File: config.mk
export PLATFORM = sky130hd
export DESIGN_NAME = timebase_monitor
export DESIGN_NICKNAME = d
export VERILOG_FILES = /design/src/rtl/timebase_monitor.sv
export SDC_FILE = /design/constraint.sdc
export NUM_CORES = 1
export LEC_CHECK = 0
export BUFFER_PORTS_ARGS = -buffer_cell sky130_fd_sc_hd__buf_2
export CELL_PAD_IN_SITES_DETAIL_PLACEMENT = 1
export CELL_PAD_IN_SITES_GLOBAL_PLACEMENT = 2
export CORE_UTILIZATION = 37
export DETAILED_ROUTE_END_ITERATION = 10
export GPL_ROUTABILITY_DRIVEN = 0
export PLACE_DENSITY = 0.92
export SKIP_CTS_REPAIR_TIMING = 1
export SLEW_MARGIN = 25
export SYNTH_ARGS = -nofsm -noshare
export SYNTH_HDL_FRONTEND = slang
export SYNTH_SLANG_ARGS = --single-unit
export TNS_END_PERCENT = 30
File: constraint.sdc
create_clock -name clock_in -period 4.9 [get_ports clock_in]
set_input_delay 0.49 -clock clock_in [delete_from_list [all_inputs] [get_ports clock_in]]
set_output_delay 0.49 -clock clock_in [all_outputs]
set_load 0.005 [all_outputs]
File: src/rtl/timebase_monitor.sv
// timebase_monitor
// Checks the timer outputs medio_sg (half-second toggle) and latido (heartbeat
// pulse). It measures every medio_sg half-period and every latido high width
// in clock_in cycles and validates them against the parameters. It reports
// lock, sticky fault flags and the last two measurements.
//
// Ports:
//   clock_in    system clock, all logic on the rising edge
//   reset_btn   asynchronous active-high reset (driven from the timer's rst_out)
//   medio_sg    half-second toggle under test
//   latido      heartbeat pulse under test
//   clr_err     synchronous pulse: clear faults and counters, return to IDLE
//   locked      1 while in LOCKED
//   fault       1 while in FAULT
//   err_period  sticky: bad half-period while LOCKED
//   err_pulse   sticky: bad latido width or pulse outside the medio_sg high half
//   err_stuck   sticky: medio_sg did not toggle within 2*HALF_PERIOD cycles
//   per_last    last measured half-period, in cycles
//   pw_last     last measured latido width, in cycles
//
// state      | meaning
// -----------+-------------------------------------------------------------
// ST_IDLE    | waiting for the first medio_sg toggle (not measured)
// ST_ACQUIRE | counting consecutive good half-periods up to LOCK_N
// ST_LOCKED  | timebase within tolerance; any bad period is a fault
// ST_FAULT   | error latched; left only by clr_err or reset_btn

module timebase_monitor #(
   parameter int CW          = 26,
   parameter int HALF_PERIOD = 6000000,
   parameter int TOL         = 1200,
   parameter int PULSE_LEN   = 1200001,
   parameter int PULSE_TOL   = 2,
   parameter int LOCK_N      = 4
) (
   input  logic          clock_in,
   input  logic          reset_btn,
   input  logic          medio_sg,
   input  logic          latido,
   input  logic          clr_err,
   output logic          locked,
   output logic          fault,
   output logic          err_period,
   output logic          err_pulse,
   output logic          err_stuck,
   output logic [CW-1:0] per_last,
   output logic [CW-1:0] pw_last
);

   // One extra bit so that "count + 1" and the bounds never wrap.
   localparam logic [CW:0] PER_MIN   = (CW+1)'(HALF_PERIOD - TOL);
   localparam logic [CW:0] PER_MAX   = (CW+1)'(HALF_PERIOD + TOL);
   localparam logic [CW:0] PW_MIN    = (CW+1)'(PULSE_LEN - PULSE_TOL);
   localparam logic [CW:0] PW_MAX    = (CW+1)'(PULSE_LEN + PULSE_TOL);
   localparam logic [CW:0] STUCK_LIM = (CW+1)'(2 * HALF_PERIOD);

   typedef enum logic [1:0] {
      ST_IDLE    = 2'd0,
      ST_ACQUIRE = 2'd1,
      ST_LOCKED  = 2'd2,
      ST_FAULT   = 2'd3
   } state_t;

   state_t        state_q,      state_d;
   logic          medio_dly_q,  medio_dly_d;
   logic          latido_dly_q, latido_dly_d;
   logic [CW-1:0] per_cnt_q,    per_cnt_d;
   logic [CW-1:0] pw_cnt_q,     pw_cnt_d;
   logic [CW-1:0] good_cnt_q,   good_cnt_d;
   logic [CW-1:0] per_last_q,   per_last_d;
   logic [CW-1:0] pw_last_q,    pw_last_d;
   logic          err_period_q, err_period_d;
   logic          err_pulse_q,  err_pulse_d;
   logic          err_stuck_q,  err_stuck_d;
   logic          locked_q,     locked_d;
   logic          fault_q,      fault_d;

   logic          tog, rise, fall;
   logic [CW:0]   per_meas, pw_meas, pw_hi;
   logic [CW-1:0] good_inc;
   logic          per_good, pw_good, chk_on;
   logic          bad_period, bad_pulse, stuck;

   always_comb begin
      tog  = medio_sg ^ medio_dly_q;
      rise = latido & ~latido_dly_q;
      fall = ~latido & latido_dly_q;

      per_meas = {1'b0, per_cnt_q} + (CW+1)'(1);
      pw_meas  = {1'b0, pw_cnt_q} + (CW+1)'(1);
      // High samples seen so far including the current one.
      pw_hi    = rise ? (CW+1)'(1) : {1'b0, pw_cnt_q} + (CW+1)'(2);
      good_inc = good_cnt_q + CW'(1);

      per_good = (per_meas >= PER_MIN) && (per_meas <= PER_MAX);
      pw_good  = (pw_meas >= PW_MIN) && (pw_meas <= PW_MAX);
      chk_on   = (state_q == ST_ACQUIRE) || (state_q == ST_LOCKED);

      bad_period = (state_q == ST_LOCKED) & tog & ~per_good;
      bad_pulse  = chk_on & ((fall & ~pw_good) |
                             (latido & (pw_hi > PW_MAX)) |
                             (rise & ~medio_sg));
      stuck      = ~tog & (per_meas >= STUCK_LIM);

      medio_dly_d  = medio_sg;
      latido_dly_d = latido;

      if (tog)
         per_cnt_d = '0;
      else if (&per_cnt_q)
         per_cnt_d = per_cnt_q;
      else
         per_cnt_d = per_cnt_q + CW'(1);

      if (rise)
         pw_cnt_d = '0;
      else if (latido && !(&pw_cnt_q))
         pw_cnt_d = pw_cnt_q + CW'(1);
      else
         pw_cnt_d = pw_cnt_q;

      // A saturated count reports as all-ones rather than wrapping to zero.
      per_last_d = per_last_q;
      if (tog && (state_q != ST_IDLE))
         per_last_d = per_meas[CW] ? '1 : per_meas[CW-1:0];

      pw_last_d = pw_last_q;
      if (fall)
         pw_last_d = pw_meas[CW] ? '1 : pw_meas[CW-1:0];

      state_d      = state_q;
      good_cnt_d   = good_cnt_q;
      err_period_d = err_period_q;
      err_pulse_d  = err_pulse_q;
      err_stuck_d  = err_stuck_q;

      case (state_q)
         ST_IDLE: begin
            if (tog)
               state_d = ST_ACQUIRE;
         end
         ST_ACQUIRE: begin
            if (tog) begin
               if (per_good) begin
                  good_cnt_d = good_inc;
                  if (good_inc >= CW'(LOCK_N))
                     state_d = ST_LOCKED;
               end else begin
                  good_cnt_d = '0;
               end
            end
         end
         default: ;
      endcase

      if (bad_period) err_period_d = 1'b1;
      if (bad_pulse)  err_pulse_d  = 1'b1;
      if (stuck)      err_stuck_d  = 1'b1;
      if (bad_period || bad_pulse || stuck)
         state_d = ST_FAULT;

      // clr_err overrides any error detected in the same cycle.
      if (clr_err) begin
         state_d      = ST_IDLE;
         per_cnt_d    = '0;
         pw_cnt_d     = '0;
         good_cnt_d   = '0;
         err_period_d = 1'b0;
         err_pulse_d  = 1'b0;
         err_stuck_d  = 1'b0;
      end

      locked_d = (state_d == ST_LOCKED);
      fault_d  = (state_d == ST_FAULT);
   end

   always_ff @(posedge clock_in or posedge reset_btn) begin
      if (reset_btn) begin
         state_q      <= ST_IDLE;
         medio_dly_q  <= 1'b0;
         latido_dly_q <= 1'b0;
         per_cnt_q    <= '0;
         pw_cnt_q     <= '0;
         good_cnt_q   <= '0;
         per_last_q   <= '0;
         pw_last_q    <= '0;
         err_period_q <= 1'b0;
         err_pulse_q  <= 1'b0;
         err_stuck_q  <= 1'b0;
         locked_q     <= 1'b0;
         fault_q      <= 1'b0;
      end else begin
         state_q      <= state_d;
         medio_dly_q  <= medio_dly_d;
         latido_dly_q <= latido_dly_d;
         per_cnt_q    <= per_cnt_d;
         pw_cnt_q     <= pw_cnt_d;
         good_cnt_q   <= good_cnt_d;
         per_last_q   <= per_last_d;
         pw_last_q    <= pw_last_d;
         err_period_q <= err_period_d;
         err_pulse_q  <= err_pulse_d;
         err_stuck_q  <= err_stuck_d;
         locked_q     <= locked_d;
         fault_q      <= fault_d;
      end
   end

   assign locked     = locked_q;
   assign fault      = fault_q;
   assign err_period = err_period_q;
   assign err_pulse  = err_pulse_q;
   assign err_stuck  = err_stuck_q;
   assign per_last   = per_last_q;
   assign pw_last    = pw_last_q;

endmodule
# == Yosys cells after proc, flatten, opt, wreduce, memory -nomap -nowiden ==
# Cells that the tools add are included.
# word_totals
reg_bits,139
in_bits,5
output_inout_bits,57
word_cells,94
# classes
addsub,6
order_cmp,7
n_eq_ne,5
muxes,26
bitwise,18
reduce_logical,19
# op_table
op,n
2-to-1 mux 26 bit,12
adder 26 x 1 -> 26 bit (second input constant),3
adder 26 x 1 -> 27 bit (second input constant),2
AND reduction 26 bit,2
adder 26 x 2 -> 27 bit (second input constant),1
greater-or-equal comparator 27 x 21 -> 1 bit (second input constant),1
greater-or-equal comparator 27 x 23 -> 1 bit (second input constant),1
greater-or-equal comparator 27 x 24 -> 1 bit (second input constant),1
> comparator 27 x 21 -> 1 bit (second input constant),1
<= comparator 27 x 21 -> 1 bit (second input constant),1
<= comparator 27 x 23 -> 1 bit (second input constant),1
2-to-1 mux 27 bit,1
greater-or-equal comparator 26 x 3 -> 1 bit (second input constant),1
2-to-1 mux 2 bit,6
nonzero test 2 bit,6
bitwise AND 1 bit,9
== test 2 bit (second input constant),3
2-to-1 mux 1 bit,6
inverter 1 bit,6
logical AND 1 bit,4
case mux 2 bit (2 select lines),1
logical OR 1 bit,3
!= test 3 bit (second input constant),1
nonzero test 3 bit,1
6 further kinds,7

# == Longest topological paths before layout ==
# Gate-level depths: netlist (run 1).
# depth
word_depth,13
ltp_mapped,12
mapped_depth_nobuf,10

# == Worst setup path before layout (run 1) ==
# OpenSTA, ideal clock, no wires.
# synth_timing
path_type,reg2reg
startpoint,reg pw_cnt_q[1]
endpoint,reg locked_q (netlist: locked)
setup_ns,0.068
arrival_time_ns,3.184
setup_slack_ns,1.647
path_stages_with_launch,13
n_path_buf,2
synth_period_minus_slack_ns,3.253
path_cell_list,dfrtp_1 > ha_1 > nand3_2 > buf_6 > or4_4 > buf_6 > or4_4 > a211oi_2 > nand4_1 > o31ai_2 > a21oi_1 > a311oi_2 > and4bb_1
# synth_via
elab_chain_len,13
elab_cells_between_ends,18
cone_classes,add/sub (2); order compare (3); eq/ne (1); mux (3); bitwise (6); reduce/logical (3)
# synth_lines
item,line_no,rtl
"start, declared",68,"logic [CW-1:0] pw_cnt_q, pw_cnt_d;"
"start signal, assigned",197,pw_cnt_q <= pw_cnt_d;
adder 26 x 1 -> 27 bit,90,"pw_meas = {1'b0, pw_cnt_q} + (CW+1)'(1);"
greater-or-equal comparator 27 x 21 -> 1 bit or <= comparator 27 x 21 -> 1 bit (tied branches),96,pw_good = (pw_meas >= PW_MIN) && (pw_meas <= PW_MAX);
logical AND 1 bit,96,
inverter 1 bit,100,bad_pulse = chk_on & ((fall & ~pw_good) |
bitwise AND 1 bit,100,
bitwise OR 1 bit *,100,
bitwise OR 1 bit *,101,(latido & (pw_hi > PW_MAX)) |
bitwise AND 1 bit *,100,
logical OR 1 bit * (2 in series),159,if (bad_period || bad_pulse || stuck)
2-to-1 mux 2 bit *,159,
2-to-1 mux 2 bit *,163,if (clr_err) begin
== test 2 bit *,173,locked_d = (state_d == ST_LOCKED);
named net locked_d,75,"logic locked_q, locked_d;"
"end signal, assigned",204,locked_q <= locked_d;
"end, declared",75,
# The timed path passes the listed nets; every way through them passes the cells marked *.
# A chain may end at the register's enable or synchronous reset.

# == Final worst setup path (run 1) ==
# layout_timing
startpoint,reg per_cnt_q[1]
endpoint,reg good_cnt_q[9]
# layout_via
elab_chain_len,7
elab_cells_between_ends,8
cone_classes,add/sub (1); order compare (2); mux (4); reduce/logical (1)
# layout_lines
item,line_no,rtl
"start, declared",67,"logic [CW-1:0] per_cnt_q, per_cnt_d;"
"start signal, assigned",196,per_cnt_q <= per_cnt_d;
adder 26 x 1 -> 27 bit *,89,"per_meas = {1'b0, per_cnt_q} + (CW+1)'(1);"
greater-or-equal comparator 27 x 23 -> 1 bit or <= comparator 27 x 23 -> 1 bit (tied branches),95,per_good = (per_meas >= PER_MIN) && (per_meas <= PER_MAX);
logical AND 1 bit *,95,
2-to-1 mux 26 bit *,144,if (per_good) begin
2-to-1 mux 26 bit *,143,if (tog) begin
2-to-1 mux 26 bit *,137,case (state_q)
2-to-1 mux 26 bit *,163,
"end signal, assigned",198,good_cnt_q <= good_cnt_d;
"end, declared",69,"logic [CW-1:0] good_cnt_q, good_cnt_d;"
# Mark *: on every way between the ends. The rest lies on a longest branch, timed or not. The select of a mux whose other input is x is not followed.

==> qor.yml, run 1 <==
outcome:
  status: "finished, final reports clean"
floorplan:
  start_util_pct: 38.1
  row_count: 56
  die_h_um: 158
  ios: 62
  die_x_um: 158
  die_area_sq_um: 25000
  core_sq_um: 23700
clocking:
  cts_root_buf: "clkbuf_16"
  cts_sinks: 139
  cts_tree: "done"
  clk_latency_ps: 440
  cts_buffers: 17
  clk_pin_slew_worst_paths_ps: 70
  h-tree-depth: 4
  clockBufferDepth: 2
grt:
  grt_pass1_vias: 8832
  antenna_found_initial: 0
  grt_first_pass_wirelength_mm: 46.4
  grt_start_max_net_pins: 98
  grt-ovfl-total: 0
  grt_use_total_pct: 23.6
route:
  highest_layer: "met4"
  ant_nets: 0
  drtPass1Iterations: 5
  wl_met2_mm: 14.3
  wirelength_met1_mm: 12.2
  vias_per_cell: 5.92
  wl_met3_um: 847
  drc: 0
  detail_route.wl_per_cell_um: 19.2
  routed_wl_mm: 28.2
  drt_iter0_drc: 631
  num_vias: 8666
sta:
  finalWorstSetupSlack_ps: 650
  fmaxAchievable_mhz: 235
  setup_viol: 0
  finClkSkew_ps: 23.6
  timing.slew.headroom_pct: 42.2
  final-hold-violation-count: 0
  final.min_clock_period_ps: 4250
  worst_pin_slew_ps: 859
  period_share_pct: 86.7
  fin_setup_tns_ps: 0
  slew_violations: 0
  rsz0062_at_grt: "no"
hold_path:
  min_path_type: "in -> async"
placed_design:
  dp_slack_ps: 728
  hpwl_mm: 19.6
  io_buffers: 61
yosys:
  synth-edff-count: 0
  syn_nets: 1135
  synth.top_cell.area_share_pct: 38.6
  synth.largest_area_cell: "dfrtp_1"
  ys_warn_count: 0
  ys_ff_latch: 139
  yosysSeqAreaShare_pct: 38.6
  synth-async-reset-ratio_pct: 100
  yosys_most_used_dff: "dfrtp_1"
  synth_area_leaders: "dfrtp_1 (39%), nor2_1 (5.9%), nand2_1 (5.5%)"
  avgSynthCellArea_sq_um: 8.05
  yosysMostFrequentCell: "nor2_1"
  syn_inst: 1120
  yosys-top-cells-count: "nor2_1 (142), dfrtp_1 (139), nand2_1 (131), o21ai_0 (84), clkbuf_1 (62)"
  synth_area_sq_um: 9020
  synth.distinct_cells: 78
flow_run:
  cap_viol_max_count: 0
setup_path:
  critPathKind: "reg -> reg"
  arrival_ps: 4590
  critical_path.slowest_cell: "nand4_1"
  cp-start-kind: "register"
  rr_worst_depth: 11
  crit_path_max_incr_delay_ps: 680
  cp_max_fo: 15
  critPathRequiredTime_ps: 5240
  crit_chain: "ha_1 -> nand3_1 -> nor4_1 -> nor2_1 -> or4_1 -> o221ai_1 -> nand4_1 -> buf_4 -> nor2b_1 -> o21ai_0 -> o31ai_1"
  end_kind: "register"
power:
  p_leak_nw: 4.11
  peakVddDrop_uv: 190
  cellPowerDensity_nw_per_um2: 287
finish:
  final_layout_size_suffix_gt1_share_pct: 12.1
  syn_to_final_growth_pct: 12.3
  nets: 1146
  num_antenna_cells: 0
-- where the power goes --
| part | leakage [nW] | internal (mW) | switching (mW) | total [mW] |
|---|---|---|---|---|
| clock network | 0.293 | 0.790 | 0.565 | 1.35 |
| logic | 1.93 | 0.110 | 0.204 | 0.313 |
| registers | 1.89 | 1.20 | 0.0383 | 1.23 |
-- area by class of cell --
class                   instances  area, sq um
multi-input cells             876         5110
repair buffers                 79          460
inverters                      18         72.6
flip-flops and latches        139         3480
well taps                     319          399
clock inverters                13          156
clock buffers                  19          453
fillers                      2918        13600
-- layout by cell type, fill, tap and decap left out, types with 17 or more instances in the layout --
cell	count
nor2_1	142
nand3_1	44
o21ai_0	84
a31oi_1	39
buf_2	61
xor2_1	33
inv_1	17
nand2_1	131
dfrtp_1	139
nand4_1	45
nor3_1	40
nor4_1	29
clkbuf_16	17
a21oi_1	40
xnor2_1	46
buf_4	17
-- registers in the layout, summed over array words and instances (netlist names) --
register	flops
good_cnt_q	26
pw_last	26
err_stuck	1
pw_cnt_q	26
medio_dly_q	1
fault	1
state_q	2
err_period	1
per_cnt_q	26
locked	1
latido_dly_q	1
per_last	26
err_pulse	1
-- worst paths after layout --
kind,start,endpoint,slack (ps)
worst max-delay path,per_cnt_q[1]$_DFFE_PP0P_,good_cnt_q[9]$_DFFE_PP0P_,650
worst min-delay path,reset_btn,pw_last[8]$_DFFE_PP0P_,10
max in group asynchronous,reset_btn,per_cnt_q[25]$_DFFE_PP0P_,3610
worst min register to register,pw_last[12]$_DFFE_PP0P_,pw_last[12]$_DFFE_PP0P_,460
min in group clock_in,medio_sg,medio_dly_q$_DFF_PP0_,260
worst max register to register,per_cnt_q[1]$_DFFE_PP0P_,good_cnt_q[9]$_DFFE_PP0P_,650
-- logic make-up after synthesis --
| logic type | synth area share (%) |
|---|---|
| mux | 0.694 |
| flops | 38.6 |
| compound gates | 17.4 |
| fa+ha+maj | 1.39 |
| xor+xnor | 7.67 |
| buf+inv | 4.85 |
| simple gates | 29.4 |
-- critical path, delay by kind of cell (launching register included) --
family / cells / cell delay, ps
flip-flops: 1 / 490
adder cells (fa/ha/maj): 1 / 350
AO/OA/AOI/OAI: 3 / 510
AND/OR/NAND/NOR: 6 / 2350
buffers and inverters: 1 / 430
-- per-layer routing --
layer	GRT usage (%)	vias up
met5	0	-
met4	9.94	0
met3	3.26	49
met2	41.4	196
met1	28.9	4361
li1	-	4060
-- per-stage QoR --
step	area [sq um]	utilization (%)	cells	power, mW	hold slack, ps
2_1_floorplan	9020	-	1120	1.45	463
3_3_place_gp	9490	40.1	1430	1.56	453
3_5_place_dp	9490	40.1	1430	1.57	450
4_1_cts	10100	42.6	1462	2.93	245
5_1_grt	10100	42.8	1463	3.02	27.8
6_report	10100	42.8	1463	2.90	12.9
Power figures use the tool's default switching activity.
==> run 2, diff against run 1 <==
Settings changed: ABC_AREA from default to 1, CORE_ASPECT_RATIO from default to 1.2, CORE_UTILIZATION 37 to 35.
==> run 2 against run 1 <==
Effect of this change:
- global-route usage fell by 0.26 points
- final cell count up 15%
- maximum frequency grew 37%
- worst hold slack better by 180 ps
- critical path depth increased by 9
- sequential cell count unchanged
- via count is 0.13% lower
- total power rose by 15%
- setup slack improved by 1100 ps
- synthesized cell count grew 14%
- cell area down 0.16%
- sequential power up 12%
- critical endpoint is now state_q[1]$_DFF_PP0_
==> qor.yml, run 2 <==
power:
  comb_power_share_pct: 17.9
  p_clk_share_pct: 40.8
  p_sw_mw: 0.996
  p_leak_nw: 4.65
  power_report.internal_total_mw: 2.34
  peakVddDrop_uv: 262
  power_mw: 3.33
  cellPowerDensity_nw_per_um2: 329
  p_seq_share_pct: 41.3
  switching_share_pct: 29.9
grt:
  grt-ovfl-total: 0
  top_usage_layer: "met2"
  antenna_found_initial: 0
  grtUsageMet3_pct: 2.89
  grt_use_total_pct: 23.4
  grt_pass1_vias: 9124
  grt_util_met2_pct: 42.1
  met1_usage_pct: 28.3
  grt_first_pass_wirelength_mm: 47.8
  grt_start_max_net_pins: 104
yosys:
  synth_area_leaders: "dfrtp_1 (39%), nand2_1 (15%), nor2_1 (7.7%)"
  yosys_most_used_dff: "dfrtp_1"
  ys_warn_count: 0
  yosysSeqAreaShare_pct: 39.3
  synth.largest_area_cell: "dfrtp_1"
  synth-edff-count: 0
  synth_area_sq_um: 8850
  yosysMostFrequentCell: "nand2_1"
  syn_nets: 1296
  synth.top_cell.area_share_pct: 39.3
  ys_ff_latch: 139
  synth.distinct_cells: 37
  synth-async-reset-ratio_pct: 100
  avgSynthCellArea_sq_um: 6.91
  yosys-top-cells-count: "nand2_1 (344), nor2_1 (181), inv_1 (173), dfrtp_1 (139), nand3_1 (91)"
  syn_inst: 1281
clocking:
  clockBufferDepth: 2
  clk_latency_ps: 440
  cts_sinks: 139
  cts_root_buf: "clkbuf_16"
  h-tree-depth: 4
  clk_pin_slew_worst_paths_ps: 60
  cts_tree: "done"
  cts_buffers: 17
finish:
  num_antenna_cells: 0
  multi_input_area_sq_um: 4610
  stdcell_area_sq_um: 10100
  final_layout_size_suffix_gt1_share_pct: 12.1
  layout_commonest_cell: "nand2_1"
  nets: 1357
  syn_to_final_growth_pct: 14.3
  mostFrequentLayoutCells: "nand2_1 (343), nor2_1 (181), inv_1 (172)"
  final_core_util_pct: 40.9
  fill_cells: 3254
  seqCellArea_sq_um: 3480
sta:
  final-hold-violation-count: 0
  fin_setup_tns_ps: 0
  timing.slew.headroom_pct: 38.4
  setup_viol: 0
  rsz0062_at_grt: "no"
  fin_worst_hold_slack_ps: 193
  worst_pin_slew_ps: 921
  final.min_clock_period_ps: 3110
  period_share_pct: 63.5
  finClkSkew_ps: 11.1
  fmaxAchievable_mhz: 321
  slew_violations: 0
setup_path:
  critPathKind: "reg -> reg"
  critPathRequiredTime_ps: 5210
  cp-start-kind: "register"
  crit_path_max_incr_delay_ps: 460
  cp_max_fo: 7
  crit_chain: "ha_1 -> nand3_1 -> nor2_2 -> nand2_2 -> nor2_4 -> nand3_1 -> nand2_2 -> nand2_2 -> nor2_2 -> nand2_1 -> nor2_1 -> nand3_1 -> nand2_1 -> nand2_1 -> nand2_1 -> nand2_2 -> nand2_2 -> nand2_1 -> nor2_2 -> nor2_1"
  arrival_ps: 3430
  critPathTopFamily: "simple AND/OR/NAND/NOR gates"
  rr_worst_depth: 20
  critical_path.slowest_cell: "dfrtp_1"
  path_depth: 20
  end_kind: "register"
  worst-path-buf-inv: 0
floorplan:
  row_count: 63
  die_area_sq_um: 25900
  core_sq_um: 24800
  die_x_um: 147
  die_h_um: 176
  ios: 62
  start_util_pct: 35.7
route:
  num_vias: 8655
  drtPass1Iterations: 5
  vias_per_cell: 5.15
  routed_wl_mm: 28.9
  drc: 0
  detail_route.wl_per_cell_um: 17.2
  ant_nets: 0
  drt_iter0_drc: 412
flow_run:
  cap_viol_max_count: 0
outcome:
  status: "finished, final reports clean"
placed_design:
  placed_area_sq_um: 9510
  hpwl_mm: 21.7
  io_buffers: 61
hold_path:
  min_path_type: "in -> async"
==> run 2: layout make-up <==
cell class,count,area share [%]
Multi-Input combinational cell,939,45.6
Sequential cell,139,34.4
Inverter,180,6.76
Clock buffer,18,4.24
Tap cell,325,4.02
Timing Repair Buffer,65,3.32
Clock inverter,14,1.70
==> run 2: power by group through the flow <==
stage / Clock, mW / Combinational (mW) / Sequential [mW]
floorplan: 0 / 0.343 / 1.40
global placement: 0 / 0.592 / 1.39
detailed placement: 0 / 0.607 / 1.40
CTS: 1.38 / 0.610 / 1.38
global route: 1.42 / 0.678 / 1.40
finish: 1.36 / 0.597 / 1.38
==> run 2: kinds of logic (layout without fill, tap and decap cells) <==
group,Yosys count,count (layout),synth area share (%)
simple gates,725,725,36.3
buf+inv,203,277,8.68
compound gates,176,176,11.5
flops,139,139,39.3
xor+xnor,27,27,2.67
fa+ha+maj,10,10,1.41
mux,1,1,0.113
==> run 2: worst paths after layout <==
| kind | startpoint | end | slack (ps) |
|---|---|---|---|
| setup / recovery | pw_cnt_q[0]$_DFFE_PP0P_ | state_q[1]$_DFF_PP0_ | 1790 |
| hold / removal | reset_btn | pw_last[2]$_DFFE_PP0P_ | 190 |
| setup reg to reg | pw_cnt_q[0]$_DFFE_PP0P_ | state_q[1]$_DFF_PP0_ | 1790 |
| hold reg to reg | per_last[23]$_DFFE_PP0P_ | per_last[23]$_DFFE_PP0P_ | 500 |
| max in group asynchronous | reset_btn | good_cnt_q[9]$_DFFE_PP0P_ | 3650 |
| min in group clock_in | medio_sg | medio_dly_q$_DFF_PP0_ | 220 |
==> run 2: stage by stage <==
| stage | cells | setup slack (ps) |
|---|---|---|
| after detailed placement | 1648 | 1730 |
| after global routing | 1680 | 1530 |
| after CTS | 1680 | 1810 |
| final | 1680 | 1790 |
| after floorplan | 1281 | 685 |
| after global placement | 1648 | 1760 |
==> run 2: per-layer routing <==
| layer | part of all wire [%] | wire length [um] |
|---|---|---|
| met1 | 44 | 12700 |
| met2 | 51 | 14800 |
| met3 | 1.9 | 562 |
| met4 | 2.8 | 794 |
| met5 | 0 | 0 |
==> run 3, diff against run 2 <==
Clock period 4.9 ns to 3.15 ns, I/O delays scaled along.
==> run 3 against run 2 <==
Effect of this change:
- sequential cell count is the same
- critical endpoint is now fault$_DFF_PP0_
- register-to-register slack lost 1500 ps
- critical path type unchanged
- largest power group unchanged
- largest cell class unchanged
- highest routed layer unchanged
- clock power up 49%
==> qor.yml, run 3 (synthesized netlist as in run 2, its figures left out) <==
sta:
  fin_setup_tns_ps: 0
  finClkSkew_ps: 12.0
  setup_viol: 0
  fmaxAchievable_mhz: 350
  finalWorstSetupSlack_ps: 293
  period_share_pct: 90.7
  rsz0062_at_grt: "no"
  slew_violations: 0
  timing.slew.headroom_pct: 30.8
  final.min_clock_period_ps: 2860
  worst_pin_slew_ps: 1030
  final-hold-violation-count: 0
setup_path:
  critPathRequiredTime_ps: 3480
  cpMostUsedCell: "nand2_1"
  crit_path_max_incr_delay_ps: 470
  cp_max_fo: 7
  cp-start-kind: "register"
  end_kind: "register"
  worst-path-buf-inv: 1
  critPathKind: "reg -> reg"
  crit_chain: "ha_1 -> inv_1 -> nor2_1 -> nand2_1 -> o21ai_1 -> nand2_1 -> nor2_1 -> nand2_1 -> nand2_1 -> nand2_1 -> a21oi_2 -> nand2_1 -> nand2_1 -> nand2_1 -> nand2_1 -> nand2_2 -> nand2_2 -> nand2_1 -> nor2_2 -> nor2_1"
  critPathTopFamily: "simple AND/OR/NAND/NOR gates"
  arrival_ps: 3180
  critical_path.slowest_cell: "dfrtp_1"
floorplan:
  die_h_um: 176
  ios: 62
  row_count: 63
  die_x_um: 147
  core_sq_um: 24800
  die_area_sq_um: 25900
  start_util_pct: 35.7
hold_path:
  min_path_type: "in -> async"
power:
  switching_share_pct: 31.5
  p_sw_mw: 1.62
  cellPowerDensity_nw_per_um2: 502
  p_leak_nw: 4.73
  comb_power_share_pct: 18.7
  power_report.internal_total_mw: 3.53
  peakVddDrop_uv: 398
  p_clk_share_pct: 39.4
  p_seq_share_pct: 41.8
clocking:
  clk_pin_slew_worst_paths_ps: 70
  cts_root_buf: "clkbuf_16"
  cts_tree: "done"
  cts_buffers: 17
  h-tree-depth: 4
  clk_latency_ps: 440
  clockBufferDepth: 2
  cts_sinks: 139
route:
  detail_route.wl_per_cell_um: 17.2
  routed_wl_mm: 29.2
  drc: 0
  drtPass1Iterations: 4
  ant_nets: 0
  num_vias: 8722
  vias_per_cell: 5.13
  drt_iter0_drc: 464
grt:
  grt_start_max_net_pins: 96
  grt_first_pass_wirelength_mm: 48.0
  grt-ovfl-total: 0
  antenna_found_initial: 0
  grt_use_total_pct: 23.7
  grt_pass1_vias: 9099
placed_design:
  dp_slack_ps: 188
  placed_area_sq_um: 9660
  hpwl_mm: 22.6
  io_buffers: 61
finish:
  layout_commonest_cell: "nand2_1"
  stdcell_area_sq_um: 10300
  nets: 1376
  fill_cells: 3243
  syn_to_final_growth_pct: 16.1
  final_layout_size_suffix_gt1_share_pct: 13.5
  num_antenna_cells: 0
  mostFrequentLayoutCells: "nand2_1 (344), nor2_1 (179), inv_1 (172)"
flow_run:
  cap_viol_max_count: 0
outcome:
  status: "finished, final reports clean"
run 3: path summary, 6_finish.rpt:
path / end / from / cells after the start / slack (ps)
min in group clock_in: medio_dly_q$_DFF_PP0_ / medio_sg / 1 / 40
max in group asynchronous: good_cnt_q[5]$_DFFE_PP0P_ / reset_btn / 3 / 2630
setup reg to reg: fault$_DFF_PP0_ / pw_cnt_q[0]$_DFFE_PP0P_ / 20 / 290
setup / recovery: fault$_DFF_PP0_ / pw_cnt_q[0]$_DFFE_PP0P_ / 20 / 290
hold / removal: pw_last[5]$_DFFE_PP0P_ / reset_btn / 3 / 10
hold reg to reg: per_last[25]$_DFFE_PP0P_ / per_last[25]$_DFFE_PP0P_ / 2 / 490
run 3: through the flow:
stage / util, % / total power, mW / std cells / hold slack [ps]
final: 41.5 / 5.15 / 1699 / 10.6
after global routing: 41.5 / 5.39 / 1699 / 37.6
after CTS: 41.4 / 5.21 / 1699 / 21.6
after detailed placement: 39.0 / 3.17 / 1667 / 484
after global placement: 39.0 / 3.12 / 1667 / 468
after floorplan: - / 2.72 / 1281 / 346
run 3: power groups by stage:
stage	registers [mW]	logic (mW)	clock network (mW)
3_5_place_dp	2.19	0.980	0
2_1_floorplan	2.18	0.535	0
5_1_grt	2.18	1.09	2.12
4_1_cts	2.16	0.987	2.07
6_report	2.15	0.965	2.03
3_3_place_gp	2.18	0.946	0
run 3: layout make-up:
type                    instances  area [sq um]  share of cell area (%)
clock buffers                  19           443                    4.31
repair buffers                 84           490                    4.78
flip-flops and latches        139          3480                    33.9
inverters                     180           679                    6.62
well taps                     325           407                    3.96
multi-input cells             939          4640                    45.2
clock inverters                13           131                    1.28
run 3: tightest hold or removal path: stages:
cell and delay [ps]:
buf_2 110, clkinvlp_4 80, buf_12 380
run 3: per-layer routing:
| metal | share of wire (%) | GRT usage [%] |
|---|---|---|
| met2 | 52 | 42.7 |
| met3 | 2.3 | 3.15 |
| met5 | 0 | 0 |
| met4 | 2.4 | 7.95 |
| met1 | 43 | 29.0 |
